### config.mk
export PLATFORM = sky130hd
export DESIGN_NAME = deserializer_1x8_1bit
export DESIGN_NICKNAME = d
export VERILOG_FILES = /design/src/rtl/deserializer_1x8_1bit.sv
export SDC_FILE = /design/constraint.sdc
export NUM_CORES = 1
export LEC_CHECK = 0
export CORE_MARGIN = 1.5
export CORE_UTILIZATION = 45
export DETAILED_ROUTE_END_ITERATION = 7
export DONT_BUFFER_PORTS = 1
export GPL_TIMING_DRIVEN = 0
export HOLD_SLACK_MARGIN = 0.03
export PLACE_DENSITY = 0.66
export SLEW_MARGIN = 20
export SYNTH_ARGS = -nofsm -noshare
export SYNTH_HDL_FRONTEND = slang
export SYNTH_SLANG_ARGS = --single-unit
### constraint.sdc
create_clock -name clk -period 1.2 [get_ports clk]
set_input_delay 0.24 -clock clk [delete_from_list [all_inputs] [get_ports clk]]
set_output_delay 0.24 -clock clk [all_outputs]
set_load 0.01 [all_outputs]
### src/rtl/deserializer_1x8_1bit.sv
// Serial-to-parallel collector: gathers 8 accepted 1-bit samples into a word
// and presents it on a valid/ready port until the consumer takes it.
module deserializer_1x8_1bit #(
    parameter bit LSB_FIRST = 1'b1
) (
    input  logic       clk,
    input  logic       rst_n,
    input  logic       clear,
    input  logic       din,
    input  logic       din_valid,
    output logic       din_ready,
    output logic [7:0] word,
    output logic       word_valid,
    input  logic       word_ready,
    output logic [2:0] sel
);

    localparam int unsigned WORD_W = 8;
    localparam int unsigned SEL_W  = 3;

    typedef enum logic {
        FILL = 1'b0,
        HOLD = 1'b1
    } state_t;

    state_t              state;
    state_t              next_state;
    logic [WORD_W-1:0]   next_word;
    logic [SEL_W-1:0]    next_sel;
    logic [SEL_W-1:0]    idx;

    // Handshake flags are pure decodes of the state register.
    assign din_ready  = (state == FILL);
    assign word_valid = (state == HOLD);

    assign idx = LSB_FIRST ? sel : (SEL_W'(WORD_W - 1) - sel);

    always_ff @(posedge clk or negedge rst_n) begin
        if (!rst_n) begin
            state <= FILL;
            word  <= '0;
            sel   <= '0;
        end else begin
            state <= next_state;
            word  <= next_word;
            sel   <= next_sel;
        end
    end

    // Next-state: clear dominates; sel wraps to 0 only on the 8th accept.
    always_comb begin
        next_state = state;
        next_word  = word;
        next_sel   = sel;
        if (clear) begin
            next_state = FILL;
            next_word  = '0;
            next_sel   = '0;
        end else begin
            case (state)
                FILL: begin
                    if (din_valid) begin
                        next_word[idx] = din;
                        next_sel       = sel + SEL_W'(1);
                        if (sel == SEL_W'(WORD_W - 1)) begin
                            next_state = HOLD;
                        end
                    end
                end
                HOLD: begin
                    if (word_ready) begin
                        next_state = FILL;
                        next_word  = '0;
                    end
                end
                default: begin
                    next_state = FILL;
                end
            endcase
        end
    end

endmodule
* Yosys cells after proc, flatten, opt, wreduce, memory -nomap -nowiden *
Index checks and enable logic that the tools add are counted.

storage, ports and cells
  register bits after elaboration = 12
  bits of input ports = 6
  output and inout bits = 13
  logic and storage cells = 30

operators by class
  add/subtract/negate cells = 1
  $lt $le $gt $ge = 2
  equal/unequal tests = 4
  muxes and demuxes = 15
  bitwise logic cells = 1
  reductions and logical operators = 4

operators with widths
  kind                                                                   number
  8-bit 2-to-1 mux                                                       3
  8-bit case mux with 2 select lines                                     1
  3-bit 2-to-1 mux                                                       3
  8-bit bitwise mux                                                      1
  3-bit != test, second input constant                                   2
  1-bit 2-to-1 mux                                                       5
  3-bit by 4-bit < comparator with 1-bit output, second input constant   1
  2-bit AND reduction                                                    2
  3-bit by 1-bit adder with 3-bit output, second input constant          1
  1-bit demux with 3-bit select                                          1
  3-bit == test, second input constant                                   1
  3-bit by 1-bit >= comparator with 1-bit output, second input constant  1
  2-bit != test, second input constant                                   1
  1-bit case mux with 2 select lines                                     1
  2-bit nonzero test                                                     1
  1-bit logical AND                                                      1
  1-bit NOT                                                              1

* Logic depth before layout (Yosys ltp) *
  depth after elaboration = 8
  depth in mapped cells = 4

* Worst setup path before layout *
No wires, ideal clock.

  kind = register to register
  from = register sel[1]
  to = register word[4]
  library setup time = 0.126 ns
  arrival = 1.216 ns
  required time = 1.074 ns
  slack = -0.142 ns
  cell stages (with the launch flop) = 5
  period minus slack after synthesis = 1.342 ns
  path through = dfrtp_1 > buf_2 > nor3b_1 > and3b_1 > a221o_1

on the way
  cells in the longest elaborated chain, start to end = 8

RTL lines
  what                                                                                                                                          line  RTL
  start, declared                                                                                                                               15    output logic [2:0] sel
  start signal, assigned                                                                                                                        46    sel <= next_sel;
  3-bit by 4-bit < comparator with 1-bit output (implied by the code) / 3-bit by 1-bit >= comparator with 1-bit output (equally long branches)  63    next_word[idx] = din;
  1-bit logical AND (implied by the code)                                                                                                       63
  1-bit 2-to-1 mux (implied by the code)                                                                                                        63
  1-bit demux with 3-bit select (*)                                                                                                             63
  8-bit bitwise mux (*)                                                                                                                         63
  8-bit 2-to-1 mux (*)                                                                                                                          62    if (din_valid) begin
  8-bit case mux with 2 select lines (*)                                                                                                        60    case (state)
  8-bit 2-to-1 mux (*)                                                                                                                          55    if (clear) begin
  end signal, assigned                                                                                                                          45    word <= next_word;
  end, declared                                                                                                                                 12    output logic [7:0] word,

Mark *: on every way between the ends. The rest lies on a longest branch, timed or not. The select of a mux whose other input is x is not followed.
A chain may end at the register's enable or synchronous reset.

* Worst setup path after layout *
Ends and elaborated chain as after synthesis.

==> results.txt <==
* Class of the most critical setup path: reg2reg
- For this block, the initial DRC count from the detailed router was 11.
* Xor and xnor area share after synthesis: 0.0130
- In this run, synthesis produced a sequential element count of 12.
- Clock transition at the register clock pins on the worst setup and hold paths after CTS: 0.08 ns
- Across every metal layer, demand over resource in global routing totals 0.210.
- Grt ovf: 0
- The floorplan step defined a die boundary enclosing 0.00174 mm².
- Peak Freq: 0.720 GHz
- The first detailed-routing pass ran for 4 iterations.
* Max Clock Skew: ~0.004 ns
* Via count of the first global-routing pass: 566
- Maximum number of pins on one net before global-route repair: 13
* Simple-gate portion of the synthesized area: 0.211
* TritonCTS buffer count: 3
- After detailed routing, the average wire length per cell comes to 18.6 µm.
- STA classifies the critical path startpoint as a flip-flop.
- Of the total synthesized cell area, the portion taken by full adders, half adders and majority gates is 0.0370.
- In this run, synthesis inferred 0 flip-flops with an integrated enable.
- The repair_antennas step left the layout with diodes totalling 0.
- Power per unit of standard cell area: around 1000 mW/mm²
- Share of synthesized area spent on multiplexers: 0.0296
- Main combinational cell family by area after synthesis: simple AND/OR/NAND/NOR gates
- Vias post-DR: roughly 560
- Across the run, the number of max-cap violations was 0.
- Class of the worst hold path: in2reg
- In this run the deepest clock path goes through 2 buffers.
- The worst pin sits at a relative slew slack of 0.630.
* Largest cells by area after synthesis: dfrtp_1, a211o_1, nor2_1
- Worst-skew pair later-pin latency: around 0.27 ns
* Count of H-tree levels built during CTS: 1
- Part of the cycle the worst path needs: 1.16
- After synthesis, the netlist uses 24 different library cells.
- Peak supply drop: between 0.0005 and 0.0006 V
* Effective utilization at floorplan: 0.500
- For this run, design rule violations remaining after detail routing come to 0.
- Outcome: complete, but fails checks
- In the final layout, the multi-input gates occupy about 370 µm².
* RSZ-0062 raised after global routing: yes
- Commonest non-fill, non-tap cells in the layout: nor2_1, dfrtp_1, buf_6, a211o_1, and3_1
* Register Area: a little over 300 µm²
- Number of synthesis warnings: 0
- CTS tree: done
- End-of-flow core utilization: 0.647
- Along the worst path, the maximum fanout reaches 4.
* Layout cells sized above 1: 0.333
- Once detail routing completed, the nets flagged for antenna violations numbered 0.
- Number of vias per cell: approximately 6.0
- The final count of hold timing violations was 0.
- Most area-hungry cell type in the Yosys netlist: dfrtp_1
- Pin slew with the least headroom to its limit: roughly 0.55 ns
- Buf/Inv on CP: 1
* Synth-to-Final Area Change: 29.3%
* Die boundary width: roughly 42 µm
- The checks that failed: setup timing.
* Arrival time at the worst endpoint: around 1.5 ns
- Cell Rows: 13
- Averaged over all synthesized cells, the footprint is 10.7 µm².
* Die height: about 42 µm
- The region available for standard cell placement spans roughly 0.0014 mm².
- In this run the count of I/O pins placed on the die edge is 19.
- Dominant synthesized flop cell: dfrtp_1
* Routability congestion estimate: ~0.7
- Filler Cell Count: 111
- Count of buffers from port buffering: 0
- Portion of the post-synthesis area used by sequential elements: 0.444
- Setup WS post-layout: -0.190 ns
* CP delay by family, top: flip-flops
- Compound-Gate Fraction of Synth Area: 0.209
- The final layout contains 87 nets.
* Endpoint type of the worst setup path: flip-flop
- Setup violations remaining at the end of the flow were counted as 12.
- First-pass GRT wire length: approximately 2700 µm
- The max-slew violation count is 0.
* Instance count of the mapped netlist: 63
* DRT Wirelength: between 1500 and 2000 µm
- Of the post-synthesis cell area, the dominant cell type holds 0.444.
* Number of clock sinks: 12
* Fin Hold WS: ~0.14 ns
- The analysis attributes to cell leakage a power of approximately 0.47 nW.
- Tmin final: 1.39 ns
* Crit path max-delay cell type: dfrtp_2
- The initial antenna violation count is 0.
- After synthesis, the share of flip-flops with an asynchronous set or reset is 1.00.
* Stage delay of the slowest cell on the critical path: 0.46 ns
* Net Count, Synth: a little over 70
- Detailed placement ended at an HPWL of just under 1000 µm.
* Series of cell instances along the critical path: buf_6, nor3b_4, and3b_1, a221o_1
- CTS root buf: clkbuf_4
- Netlist Area Pre-Place: slightly below 700 µm²
- Required time of the critical path: about 1.4 ns
area by class of cell:
cell class / count / share of cell area
multi-input combinational: 44 / 0.428
sequential: 12 / 0.348
clock buffer: 4 / 0.0301
buffer: 4 / 0.0516
tap: 15 / 0.0215
inverter: 3 / 0.0129
timing repair buffer: 11 / 0.107
worst register-to-register path, stage by stage, from the launching register on:
cell	delay (ns)
dfrtp_2	0.46
buf_6	0.15
nor3b_4	0.19
and3b_1	0.21
a221o_1	0.26
worst paths after layout:
| kind | from | end | slack [ns] | cells past startpoint |
|---|---|---|---|---|
| hold / removal | word_ready | word_valid | 0.14 | 2 |
| setup / recovery | sel[1] | word[4] | -0.19 | 4 |
| hold reg to reg | word[1] | word[1] | 0.58 | 1 |
| min in group asynchronous | rst_n | sel[2] | 0.39 | 1 |
| setup reg to reg | sel[1] | word[4] | -0.19 | 4 |
| max in group asynchronous | rst_n | word_valid | 0.41 | 1 |
routing by layer:
| metal | up-vias | global-route usage | routed length [µm] | part of all wire |
|---|---|---|---|---|
| met2 | 17 | 0.347 | 803 | 0.46 |
| met5 | - | 0 | 0 | 0 |
| li1 | 267 | - | - | - |
| met3 | 4 | 0.0565 | 103 | 0.059 |
| met4 | 0 | 0.0968 | 37 | 0.021 |
| met1 | 268 | 0.251 | 789 | 0.46 |
stage by stage:
step | area (µm²) | worst slack (ns) | TNS, ns | cells | power [W]
after detailed placement | 727 | -0.194 | -1.10 | 78 | 0.000557
after floorplan | 708 | -0.0699 | -0.206 | 63 | 0.000536
final | 873 | -0.190 | -1.55 | 93 | 0.000875
after CTS | 837 | -0.181 | -1.27 | 91 | 0.000872
after global routing | 873 | -0.230 | -2.07 | 93 | 0.000929
after global placement | 727 | -0.128 | -0.844 | 78 | 0.000556
where the power goes:
part | switching (W) | internal, W | total [W]
logic | 0.0000758 | 0.0000832 | 0.000159
clock network | 0.000137 | 0.000128 | 0.000265
registers | 0.0000302 | 0.000421 | 0.000451
total | 0.000243 | 0.000633 | 0.000875
cells in the mapped netlist (all sizes together) (2+ instances only):
| library cell | count |
|---|---|
| dfrtp | 12 |
| nor2 | 10 |
| a211o | 6 |
| and3 | 5 |
| buf | 4 |
| inv | 3 |
| o311a | 3 |
| a221o | 2 |
| ha | 2 |
| mux2i | 2 |
| nand3b | 2 |
cell families after synthesis:
| family | count (synthesis) |
|---|---|
| buffers and inverters | 7 |
| AOI/OAI and AO/OA | 14 |
| DFF | 12 |
| muxes | 2 |
| xor gates and xnor gates | 1 |
| adders and majority gates | 2 |
| and+or+nand+nor | 25 |
flip-flops by register name (all words and copies together), names as in the netlist:
register and cells:
sel 3, word_valid 1, word 8
what timing repair did:
action                                 in CTS  in global routing
gates cloned                                2                  0
endpoints found under the hold margin      16                  0
setup endpoints to repair                   9                 12
gates resized for setup                     5                  4
setup buffers                               5                  2
pin swaps                                   5                  1
hold buffers                                2                  0
No activity file was read; power rests on OpenSTA's default activity.
